<file path="src/rtl/id_ex_stage.sv">
// ID/EX pipeline register: resolves operand forwarding from EX and MEM, detects
// load-use hazards, and registers ALU operands plus control for the EX stage.
module id_ex_stage #(
    parameter int XLEN = 64,
    parameter int ZR   = 31
) (
    input  logic            clk,
    input  logic            rst_n,
    input  logic            id_valid,
    input  logic [4:0]      id_rn,
    input  logic [4:0]      id_rm,
    input  logic [4:0]      id_rd,
    input  logic [XLEN-1:0] id_rn_data,
    input  logic [XLEN-1:0] id_rm_data,
    input  logic [XLEN-1:0] id_imm,
    input  logic            id_alu_src,
    input  logic [2:0]      id_alu_op,
    input  logic            id_reg_write,
    input  logic            id_mem_read,
    input  logic            id_mem_write,
    input  logic            id_mem_to_reg,
    input  logic [XLEN-1:0] alu_result,
    input  logic [4:0]      mem_rd,
    input  logic            mem_reg_write,
    input  logic [XLEN-1:0] mem_data,
    input  logic            flush,
    output logic            stall,
    output logic [XLEN-1:0] A,
    output logic [XLEN-1:0] B,
    output logic [2:0]      ALUOp,
    output logic [XLEN-1:0] ex_store_data,
    output logic [4:0]      ex_rd,
    output logic            ex_valid,
    output logic            ex_reg_write,
    output logic            ex_mem_read,
    output logic            ex_mem_write,
    output logic            ex_mem_to_reg
);

    localparam logic [4:0] ZR_IDX = 5'(ZR);

    logic [XLEN-1:0] a_q, a_d;
    logic [XLEN-1:0] b_q, b_d;
    logic [XLEN-1:0] store_data_q, store_data_d;
    logic [4:0]      rd_q, rd_d;
    logic [2:0]      alu_op_q, alu_op_d;
    logic            valid_q, valid_d;
    logic            reg_write_q, reg_write_d;
    logic            mem_read_q, mem_read_d;
    logic            mem_write_q, mem_write_d;
    logic            mem_to_reg_q, mem_to_reg_d;

    logic            rm_used;
    logic            hazard;
    logic            load_id;
    logic [XLEN-1:0] fwd_rn;
    logic [XLEN-1:0] fwd_rm;

    // A load in EX has no result yet, so it never qualifies as an EX forward source.
    function automatic logic ex_hit(input logic [4:0] s, input logic v, input logic rw,
                                    input logic mr, input logic [4:0] rd);
        return v && rw && !mr && (rd == s) && (s != ZR_IDX);
    endfunction

    function automatic logic mem_hit(input logic [4:0] s, input logic rw, input logic [4:0] rd);
        return rw && (rd == s) && (s != ZR_IDX);
    endfunction

    always_comb begin
        fwd_rn = id_rn_data;
        if (ex_hit(id_rn, valid_q, reg_write_q, mem_read_q, rd_q))
            fwd_rn = alu_result;
        else if (mem_hit(id_rn, mem_reg_write, mem_rd))
            fwd_rn = mem_data;

        fwd_rm = id_rm_data;
        if (ex_hit(id_rm, valid_q, reg_write_q, mem_read_q, rd_q))
            fwd_rm = alu_result;
        else if (mem_hit(id_rm, mem_reg_write, mem_rd))
            fwd_rm = mem_data;
    end

    always_comb begin
        rm_used = !id_alu_src || id_mem_write;
        hazard  = valid_q && mem_read_q && (rd_q != ZR_IDX) && id_valid &&
                  ((rd_q == id_rn) || (rm_used && (rd_q == id_rm)));
        stall   = hazard && id_valid && !flush;
        load_id = !flush && !stall && id_valid;
    end

    // Bubbles clear control only; data fields keep their last values.
    always_comb begin
        a_d          = a_q;
        b_d          = b_q;
        store_data_d = store_data_q;
        rd_d         = rd_q;
        alu_op_d     = 3'b000;
        valid_d      = 1'b0;
        reg_write_d  = 1'b0;
        mem_read_d   = 1'b0;
        mem_write_d  = 1'b0;
        mem_to_reg_d = 1'b0;
        if (load_id) begin
            a_d          = fwd_rn;
            b_d          = id_alu_src ? id_imm : fwd_rm;
            store_data_d = fwd_rm;
            rd_d         = id_rd;
            alu_op_d     = id_alu_op;
            valid_d      = 1'b1;
            reg_write_d  = id_reg_write;
            mem_read_d   = id_mem_read;
            mem_write_d  = id_mem_write;
            mem_to_reg_d = id_mem_to_reg;
        end
    end

    always_ff @(posedge clk or negedge rst_n) begin
        if (!rst_n) begin
            a_q          <= '0;
            b_q          <= '0;
            store_data_q <= '0;
            rd_q         <= '0;
            alu_op_q     <= '0;
            valid_q      <= 1'b0;
            reg_write_q  <= 1'b0;
            mem_read_q   <= 1'b0;
            mem_write_q  <= 1'b0;
            mem_to_reg_q <= 1'b0;
        end else begin
            a_q          <= a_d;
            b_q          <= b_d;
            store_data_q <= store_data_d;
            rd_q         <= rd_d;
            alu_op_q     <= alu_op_d;
            valid_q      <= valid_d;
            reg_write_q  <= reg_write_d;
            mem_read_q   <= mem_read_d;
            mem_write_q  <= mem_write_d;
            mem_to_reg_q <= mem_to_reg_d;
        end
    end

    assign A             = a_q;
    assign B             = b_q;
    assign ALUOp         = alu_op_q;
    assign ex_store_data = store_data_q;
    assign ex_rd         = rd_q;
    assign ex_valid      = valid_q;
    assign ex_reg_write  = reg_write_q;
    assign ex_mem_read   = mem_read_q;
    assign ex_mem_write  = mem_write_q;
    assign ex_mem_to_reg = mem_to_reg_q;

endmodule

</file>
<file path="config.mk">
export PLATFORM = sky130hd
export DESIGN_NAME = id_ex_stage
export DESIGN_NICKNAME = d
export VERILOG_FILES = /design/src/rtl/id_ex_stage.sv
export SDC_FILE = /design/constraint.sdc
export NUM_CORES = 1
export LEC_CHECK = 0
export CAP_MARGIN = 20
export CORE_AREA = 2 2 216 218
export CTS_CLUSTER_DIAMETER = 40
export DETAILED_ROUTE_END_ITERATION = 6
export DIE_AREA = 0 0 218 220
export GPL_ROUTABILITY_DRIVEN = 0
export GPL_TIMING_DRIVEN = 0
export PLACE_DENSITY_LB_ADDON = 0.05
export SLEW_MARGIN = 20
export SYNTH_ARGS = -nofsm -noshare
export SYNTH_HDL_FRONTEND = slang
export SYNTH_SLANG_ARGS = --single-unit
</file>
<file path="constraint.sdc">
create_clock -name clk -period 2.94 [get_ports clk]
set_clock_uncertainty 0.2 [all_clocks]
set_input_delay 0.294 -clock clk [delete_from_list [all_inputs] [get_ports clk]]
set_output_delay 0.294 -clock clk [all_outputs]
set_load 0.005 [all_outputs]
</file>
==> metrics.md, run 1 <==
| Metric | Value |
|---|---|
| Outcome | `finished clean` |
| Leak pwr | `0.00942 uW` |
| R2R Path End | `A[51]` |
| Crit path required time | `~3200 ps` |
| Share of cells above drive strength 1 | `0.102` |
| Setup crit start | `ex_rd[4]` |
| Post-route cell area | `around 21000 um2` |
| WL final | `slightly above 70000 um` |
| Max-cap violations | `0` |
| Synth Net Count | `about 1.8k` |
| Vert. Die Dim | `approximately 220 um` |
| CP endpoint | `A[51]` |
| Top Usage Layer GRT | `met2` |
| Final Hold Vio Count | `0` |
| Initial Util | `0.287` |
| Reg clk slew, reported paths | `50 ps` |
| Final setup viols | `0` |
| Startpoint types | `flip-flop` |
| Placed cells | `between 2k and 3k` |
| Initial antenna violation count | `20` |
| Synth warn | `0` |
| DR WL/cell | `around 27 um` |
| Worst relative slew slack | `0.336` |
| Fin crit share | `0.971` |
| Via density | `between 5 and 6` |
| Slew Limit Fails | `0` |
| Met1 GRT Util | `0.350` |
| Initial DRT Pass Iterations | `5` |
| M3 GR Usage | `0.0809` |
| Number of global-route vias before repair | `~16k` |
| Synth-to-Final Area Change | `62.0%` |
| Total chip power | `approximately 12000 uW` |
| Fin crit period | `around 2900 ps` |
| Synth cell types | `38` |
| Cell Area, Placed | `between 15000 and 20000 um2` |
| H-tree level count | `2` |
| Finished Core Util | `0.464` |
| R2r startpoint | `ex_rd[4]` |
| I/O pin cnt | `between 500 and 600` |
| Sink Count | `about 210` |
| Max Clock Freq | `between 300 and 400 MHz` |
| Arrival @ worst endpoint | `around 3100 ps` |
| Drt first-iter violations | `959` |
| Clock root cell | `clkbuf_16` |
| # port buffers | `roughly 560` |
| Die Area | `about 48000 um2` |
| Peak supply drop | `between 0.3 and 0.4 mV` |
| Seq/Total Area, Yosys | `0.390` |
| GR Overflow Total | `0` |
| Reg2Reg Depth | `8` |
| Avg Cell Area, Syn | `roughly 9.4 um2` |
| WS Path Type | `reg -> reg` |
| Largest net degree at the start of global routing | `87` |
| Die width | `between 200 and 250 um` |
| Hold Crit Class | `in -> reg` |
| HPWL Detailed | `between 50000 and 60000 um` |
| GRT Total Usage | `0.293` |
| Seq cells post-synth | `205` |
| Via count | `around 15k` |
| Slew @ Worst Pin | `between 900 and 1000 ps` |
| Worst-path fanout max | `10` |
| Finished Layout Cells | `between 2k and 3k` |
| Synth area leader | `dfrtp_1` |
| Crit end category | `flip-flop` |
| Area contributors post-synth | `dfrtp_1 (39%), and3_1 (6.2%), mux2_2 (4.5%)` |
| Setup TNS | `0 ps` |
| Fin nets | `~2.4k` |
| M2 GR Usage | `0.495` |
| Cell count after synthesis | `approximately 1.4k` |
| Post-DRT Antenna Nets | `0` |
| CTS tree | `done` |
| Power per cell area | `between 500 and 600 nW/um2` |
| # rows | `a little under 80` |
| CTS Buf Count | `between 40 and 50` |
| Global-route wire length before repair | `roughly 100000 um` |
| Clock Tree Buf Depth | `3` |
| Worst-skew pair later-pin latency | `between 500 and 600 ps` |
| DRC viols | `0` |
| Core area | `~46000 um2` |
| Post-synth top area share | `0.390` |
| RSZ-0062 raised after global routing | `true` |
| Syn Std Cell Area | `approximately 13000 um2` |
| Internal reg-to-reg setup slack | `~86 ps` |
kinds of logic (layout without fill, tap and decap cells):
logic type	Yosys count	in the layout	share of synthesized area
compound gates	586	586	0.346
xor+xnor	21	21	0.0140
buf+inv	306	960	0.0924
flops	205	205	0.390
mux	69	69	0.0589
other cells	0	14	0
simple gates	216	216	0.0980
worst max-delay path, stage by stage, from the launching register on:
cell and delay, ps:
dfrtp_2 470, xor2_1 190, nor4_2 320, a32o_2 190, buf_4 110, buf_2 330, buf_1 470, a221oi_1 210
a22o_1 230
how the worst min path moves through the flow:
stage	start	to	slack (ps)	depth (start not counted)
floorplan	rst_n	ALUOp[0]	-200	0
global route	id_mem_read	ex_mem_read	70	2
detailed placement	rst_n	B[61]	4	1
global placement	ex_store_data[54]	ex_store_data[54]	270	1
CTS	id_mem_read	ex_mem_read	30	2
finish	id_alu_op[1]	ALUOp[1]	60	2
metal layers:
| layer | part of all wire | vias up |
|---|---|---|
| met2 | 0.48 | 745 |
| met1 | 0.40 | 7388 |
| met3 | 0.088 | 152 |
| li1 | - | 6683 |
| met5 | 0.0016 | - |
| met4 | 0.034 | 18 |
layout make-up:
cell class | instances | area [um2]
multi-input cells | 892 | 6820
plain buffers | 174 | 763
flip-flops and latches | 205 | 5130
fillers | 4559 | 24600
repair buffers | 568 | 5710
clock inverters | 29 | 304
clock buffers | 58 | 1270
well taps | 607 | 759
diodes | 14 | 35.0
inverters | 131 | 492
layout by cell type, fill, tap and decap left out, types with 14 or more instances in the layout:
| cell type | Yosys | routed |
|---|---|---|
| mux2_1 | 14 | 14 |
| nand3_1 | 65 | 65 |
| clkbuf_2 | 0 | 18 |
| a22o_1 | 64 | 64 |
| dfrtp_1 | 205 | 202 |
| a21boi_0 | 58 | 58 |
| inv_1 | 130 | 130 |
| clkbuf_1 | 130 | 117 |
| diode_2 | 0 | 14 |
| a31oi_1 | 65 | 65 |
| a221oi_1 | 64 | 64 |
| clkbuf_16 | 0 | 48 |
| buf_2 | 35 | 32 |
| o31ai_1 | 62 | 62 |
| o31a_1 | 62 | 62 |
| clkdlybuf4s50_1 | 0 | 556 |
| a211o_1 | 64 | 64 |
| a21oi_1 | 66 | 66 |
| and3_1 | 131 | 131 |
| a32oi_1 | 64 | 64 |
| mux2_2 | 53 | 53 |
timing repair:
action                                  in CTS  in global routing
buffers inserted                             5                  0
hold buffers                                 3                  0
gates resized for setup                     16                 32
endpoints found under the hold margin      119                  0
pin swaps                                    2                  0
endpoints found under the setup margin     141                 90
report_power, final:
part	internal, uW	switching (uW)	total [uW]
Sequential	3230	256	3490
Clock	3430	1860	5290
Combinational	1630	1270	2900
cell usage after synthesis (all sizes together):
| master | number |
|---|---|
| nand2 | 2 |
| dfrtp | 205 |
| a21boi | 64 |
| a221oi | 64 |
| and2 | 8 |
| o21ai | 4 |
| a31oi | 65 |
| nand2b | 2 |
| clkbuf | 130 |
| buf | 45 |
| xnor2 | 8 |
| o31a | 62 |
| a21oi | 66 |
| nand3b | 1 |
| a22o | 64 |
| inv | 131 |
| a211oi | 3 |
| mux2i | 2 |
| a32oi | 64 |
| a21o | 1 |
| nor2 | 1 |
| a211o | 64 |
| mux2 | 67 |
| a32o | 3 |
| o31ai | 62 |
| and4 | 4 |
| nor4 | 2 |
| xor2 | 13 |
| nand3 | 65 |
| and3 | 131 |
through the flow:
stage	hold WS (ps)	setup WS [ps]
6_report	58.2	86.0
3_5_place_dp	4.15	-1020
2_1_floorplan	-202	621
4_1_cts	30.7	18.0
3_3_place_gp	269	-8300
5_1_grt	67.2	2.36
No activity file was read; power rests on OpenSTA's default activity.
==> inputs of run 2 (changes only) <==
Settings changed: ABC_AREA from default to 0.
Clock period 2.94 ns to 2.8 ns, I/O delays scaled along.
==> metrics.md, run 2 (same netlist as run 1, synthesis figures left out) <==
| Metric | Value |
|---|---|
| Final setup viols | `0 (unchanged)` |
| Vert. Die Dim | `220 um (unchanged)` |
| Power per cell area | `573 nW/um2 (+4.4%)` |
| Worst relative slew slack | `0.342 (+0.00688)` |
| WS Path Type | `reg -> reg` |
| Number of global-route vias before repair | `15.5k (-0.090%)` |
| Arrival @ worst endpoint | `2920 ps (-200 ps)` |
| Outcome | `finished clean` |
| Synth-to-Final Area Change | `63.1%` |
| Worst stage delay on the critical path | `460 ps (about the same)` |
| Global-route wire length before repair | `104000 um (about the same)` |
| Internal reg-to-reg setup slack | `100 ps (about the same)` |
| Final Hold Vio Count | `0 (unchanged)` |
| Initial antenna violation count | `20 (unchanged)` |
| Commonest non-fill, non-tap cell in the layout | `clkdlybuf4s50_1` |
| Cell mode on critical path | `buf_4` |
| I/O pin cnt | `559 (unchanged)` |
| H-tree level count | `2 (unchanged)` |
| Initial Util | `0.287 (unchanged)` |
| Sink Count | `205 (unchanged)` |
| # rows | `79 (unchanged)` |
| Max Clock Freq | `370 MHz (+5.6%)` |
| Peak supply drop | `0.368 mV (+4.3%)` |
| Clock Tree Buf Depth | `3 (unchanged)` |
| Setup TNS | `0 ps (unchanged)` |
| Die Area | `48000 um2 (unchanged)` |
| Post-DRT Antenna Nets | `0 (unchanged)` |
| Multi-input gate area | `6890 um2 (+0.92%)` |
| Fin crit period | `2700 ps (-151 ps)` |
| DRC viols | `0 (unchanged)` |
| WHS Path Cells | `2 (unchanged)` |
| Initial DRT Pass Iterations | `6 (+1)` |
| HPWL Detailed | `55200 um (unchanged)` |
| GR Overflow Total | `0 (unchanged)` |
| Clock root cell | `clkbuf_16` |
| GRT Total Usage | `0.292 (about the same)` |
| Startpoint types | `flip-flop` |
| Worst-skew pair later-pin latency | `590 ps (about the same)` |
| CTS tree | `done` |
| Core area | `45900 um2 (unchanged)` |
| R2r startpoint | `ex_rd[3]` |
| Finished Core Util | `0.467 (+0.00311)` |
| Most frequent cells in the layout | `clkdlybuf4s50_1 (556), dfrtp_1 (202), and3_1 (131), inv_1 (130), clkbuf_1 (86)` |
| Via density | `5.61 (+0.24%)` |
| RSZ-0062 raised after global routing | `false` |
| R2R Path End | `B[20]` |
| DR WL/cell | `26.9 um (+0.18%)` |
| Fin crit share | `0.965 (-0.00551)` |
| Crit end category | `flip-flop` |
| Fin nets | `2372 (unchanged)` |
| Crit-path slowest cell | `dfrtp_1` |
| Reg2Reg Depth | `10 (+2)` |
| Via count | `15.0k (+0.16%)` |
| Setup WS pre-CTS | `-1150 ps (-126 ps)` |
| Hold Crit Class | `in -> reg` |
| Leak pwr | `0.00955 uW (+1.3%)` |
| Slew Limit Fails | `0 (unchanged)` |
| # port buffers | `558 (unchanged)` |
| Drt first-iter violations | `991 (+3.3%)` |
| Worst-path fanout max | `10 (unchanged)` |
| FF/Latch Area | `5130 um2 (unchanged)` |
| Min-delay src | `id_alu_op[1]` |
| WL final | `72100 um (+0.11%)` |
| Reg clk slew, reported paths | `50 ps (about the same)` |
| Fill cells | `4534 (-0.55%)` |
| Share of cells above drive strength 1 | `0.127 (+0.0253)` |
| CP cell instances | `xor2_1 -> nor4_4 -> buf_4 -> buf_4 -> and3_1 -> buf_6 -> buf_8 -> buf_4 -> o31ai_2 -> a32oi_1` |
| Hold Path End | `ALUOp[1]` |
| Slew @ Worst Pin | `986 ps (-10.3 ps)` |
| Crit path required time | `3010 ps (-190 ps)` |
| CTS Buf Count | `47 (unchanged)` |
| Max-cap violations | `0 (unchanged)` |
| Die width | `218 um (unchanged)` |
| Largest net degree at the start of global routing | `87 (unchanged)` |
| Final worst slack | `97.3 ps (+11.3 ps)` |
## run 2: changes by cell type in the layout (fill, tap and decap cells not counted), moves of 4 or more
cell / delta
o31ai_1: -11
buf_1: -6
clkbuf_1: -31
clkbuf_2: +31
buf_4: +4
clkbuf_4: +7
o31ai_2: +11
buf_2: -4
## run 2: metrics by stage
step	cells	hold slack [ps]	power (uW)	instance area, um2
after floorplan	1403	-216	4700	13100
after global placement	2568	269	6700	19500
after detailed placement	2570	-9.85	6710	19600
after CTS	2664	16.7	12300	21300
after global routing	2672	53.2	12700	21400
final	2676	42.6	12300	21400
## run 2: area by class of cell
| cell class | instances | share of cell area |
|---|---|---|
| inverters | 131 | 0.0229 |
| clock buffers | 58 | 0.0592 |
| well taps | 607 | 0.0354 |
| flip-flops and latches | 205 | 0.240 |
| plain buffers | 174 | 0.0394 |
| repair buffers | 568 | 0.267 |
| diodes | 12 | 0.00140 |
| clock inverters | 29 | 0.0142 |
| multi-input cells | 892 | 0.321 |
## run 2: what timing repair did
action                     CTS  global route
cloned                       0             0
hold endpoints to repair   119             0
setup buffers                6             0
pin swaps                    3             2
hold buffers                 2             0
resized for setup           54            71
setup endpoints to repair  173           164
## run 2: routing by layer
| metal | part of all wire | up-vias | routed length [um] | global-route usage |
|---|---|---|---|---|
| li1 | - | 6684 | - | - |
| met5 | 0.0014 | - | 104 | 0 |
| met1 | 0.40 | 7417 | 28500 | 0.349 |
| met3 | 0.088 | 146 | 6360 | 0.0824 |
| met4 | 0.032 | 16 | 2310 | 0.114 |
| met2 | 0.48 | 747 | 34800 | 0.497 |
## run 2: how the worst max path moves through the flow
stage	from	endpoint	slack [ps]	depth (start not counted)
2_1_floorplan	ex_rd[3]	ex_store_data[53]	480	8
3_3_place_gp	rst_n	B[19]	-8430	1
3_5_place_dp	id_rn[0]	A[51]	-1150	8
4_1_cts	id_rm[0]	ex_store_data[50]	0.4	9
5_1_grt	ex_rd[0]	ex_store_data[46]	3	9
6_report	ex_rd[3]	B[20]	100	10
## run 2: where the power goes
| group | switching, uW | internal (uW) | leakage (uW) |
|---|---|---|---|
| clock network | 1950 | 3600 | 0.000756 |
| logic | 1340 | 1730 | 0.00638 |
| registers | 269 | 3390 | 0.00241 |
| total | 3560 | 8720 | 0.00955 |
## run 2: worst max-delay path: cells and delay by family (launching register included)
family | cells | cell delay [ps]
buffers and inverters | 5 | 820
DFF | 1 | 460
and+or+nand+nor | 2 | 210
AOI/OAI and AO/OA | 2 | 550
xor gates and xnor gates | 1 | 290
==> inputs of run 3 (changes only) <==
Settings changed: SETUP_SLACK_MARGIN from default to 0.15.
==> metrics.md, run 3 (same netlist as run 1, synthesis figures left out) <==
| Metric | Value |
|---|---|
| Setup TNS | `0 ps (unchanged)` |
| Reg2Reg Depth | `10 (unchanged)` |
| # port buffers | `558 (unchanged)` |
| Largest net degree at the start of global routing | `87 (unchanged)` |
| Die width | `218 um (unchanged)` |
| Power per cell area | `566 nW/um2 (-1.1%)` |
| WS Path Type | `reg -> out` |
| Worst-skew pair later-pin latency | `580 ps (about the same)` |
| Finished Core Util | `0.474 (+0.00696)` |
| Crit end category | `primary output` |
| Most frequent cells in the layout | `clkdlybuf4s50_1 (555), dfrtp_1 (200), and3_1 (131), inv_1 (130), clkbuf_1 (67)` |
| Final Hold Vio Count | `0 (unchanged)` |
| RSZ-0062 raised after global routing | `true` |
| Worst stage delay on the critical path | `460 ps (about the same)` |
| Startpoint types | `flip-flop` |
| Initial Util | `0.287 (unchanged)` |
| CP top delay family | `simple AND/OR/NAND/NOR gates` |
| CTS Buf Count | `47 (unchanged)` |
| Crit-path slowest cell | `dfrtp_2` |
| GR Overflow Total | `0 (unchanged)` |
| Arrival @ worst endpoint | `2160 ps (-760 ps)` |
| Internal reg-to-reg setup slack | `190 ps (+90 ps)` |
| Core area | `45900 um2 (unchanged)` |
| GRT Total Usage | `0.293 (+0.000382)` |
| # rows | `79 (unchanged)` |
| Number of global-route vias before repair | `15.6k (+0.38%)` |
| Fin crit period | `2640 ps (-59.1 ps)` |
| Via density | `5.60 (-0.16%)` |
| CP Buf/Inv Count | `2 (-3)` |
| Sink Count | `205 (unchanged)` |
| Global-route wire length before repair | `104000 um (+0.17%)` |
| Max Clock Freq | `378 MHz (+2.2%)` |
| Fin nets | `2380 (+0.34%)` |
| H-tree level count | `2 (unchanged)` |
| Drt first-iter violations | `964 (-2.7%)` |
| Slew Limit Fails | `0 (unchanged)` |
| Placed cells | `2570 (unchanged)` |
| Reg clk slew, reported paths | `50 ps (about the same)` |
| WL final | `72300 um (+0.24%)` |
| DR WL/cell | `26.9 um (-0.13%)` |
| Max-cap violations | `0 (unchanged)` |
| Worst relative slew slack | `0.365 (+0.0224)` |
| R2r startpoint | `ex_rd[2]` |
| Initial DRT Pass Iterations | `5 (-1)` |
| Slew @ Worst Pin | `953 ps (-33.6 ps)` |
| HPWL Detailed | `55200 um (unchanged)` |
| Outcome | `finished clean` |
| Share of cells above drive strength 1 | `0.146 (+0.0189)` |
| Fin crit share | `0.944 (-0.0211)` |
| Final setup viols | `0 (unchanged)` |
| Via count | `15.0k (+0.21%)` |
| Clock Tree Buf Depth | `3 (unchanged)` |
| I/O pin cnt | `559 (unchanged)` |
| Worst-path fanout max | `5 (-5)` |
| Finished Layout Cells | `2686 (+0.37%)` |
| Crit path required time | `2320 ps (-690 ps)` |
| Post-DRT Antenna Nets | `0 (unchanged)` |
| Clock root cell | `clkbuf_16` |
| Hold Crit Class | `in -> async` |
| Vert. Die Dim | `220 um (unchanged)` |
| Synth-to-Final Area Change | `65.5%` |
| Commonest non-fill, non-tap cell in the layout | `clkdlybuf4s50_1` |
| CTS tree | `done` |
| Leak pwr | `0.00970 uW (+1.6%)` |
| CP cell instances | `xor2_2 -> nor4_2 -> a32o_2 -> nand2_2 -> clkbuf_8 -> nor2_2 -> buf_2` |
| Die Area | `48000 um2 (unchanged)` |
| Peak supply drop | `0.369 mV (+0.46%)` |
| DRC viols | `0 (unchanged)` |
| R2R Path End | `B[54]` |
| Initial antenna violation count | `22 (+10%)` |
| Total chip power | `12300 uW (+0.34%)` |
## run 3: cell types whose count changed in the layout (fill, tap and decap cells not counted), sizes merged
cell           change
clkbuf             -5
buf               +13
diode              +2
clkdlybuf4s50      -1
dlymetal6s2s       +1
## run 3: how the worst max path moves through the flow
stage / startpoint / slack, ps / depth (start not counted) / endpoint
4_1_cts: ex_rd[0] / 60 / 8 / stall
6_report: ex_rd[2] / 160 / 7 / stall
2_1_floorplan: ex_rd[3] / 480 / 8 / ex_store_data[53]
3_3_place_gp: rst_n / -8430 / 1 / B[19]
3_5_place_dp: id_rn[0] / -1150 / 8 / A[51]
5_1_grt: ex_rd[2] / 80 / 7 / stall
## run 3: layout make-up
type | instances | area [um2]
fill | 4512 | 24100
multi-input combinational | 892 | 6990
timing repair buffer | 576 | 5790
sequential | 205 | 5140
clock buffer | 58 | 1270
buffer | 174 | 971
tap | 607 | 759
inverter | 131 | 494
clock inverter | 29 | 304
antenna | 14 | 35.0
## run 3: repair_timing
item | in CTS | in global routing
hold endpoints to repair | 119 | 0
buffers inserted | 6 | 8
hold buffers | 2 | 0
pin swaps | 3 | 6
endpoints found under the setup margin | 195 | 189
resized for setup | 112 | 86
## run 3: power breakdown
group          switching, uW  internal, uW  total (uW)  leakage, uW
Clock                   1940          3600        5540     0.000756
Sequential               268          3390        3660      0.00241
Combinational           1350          1760        3120      0.00653
Total                   3570          8750       12300      0.00970
## run 3: tightest hold or removal path, delay by kind of cell
family / cells / cell delay [ps]
buffers and inverters: 3 / 910
## run 3: routing by layer
| metal | track usage | vias to the layer above | wire, um |
|---|---|---|---|
| li1 | - | 6706 | - |
| met1 | 0.350 | 7446 | 28700 |
| met2 | 0.498 | 731 | 35000 |
| met3 | 0.0805 | 141 | 6270 |
| met4 | 0.114 | 18 | 2240 |
| met5 | 0 | - | 119 |
## run 3: metrics by stage
step / hold slack (ps) / setup slack [ps] / instance area, um2
after floorplan: -216 / 481 / 13100
after global placement: 269 / -8430 / 19500
after detailed placement: -9.85 / -1150 / 19600
after CTS: 16.7 / 56.9 / 21500
after global routing: 53.2 / 78.3 / 21700
final: 45.1 / 156 / 21800
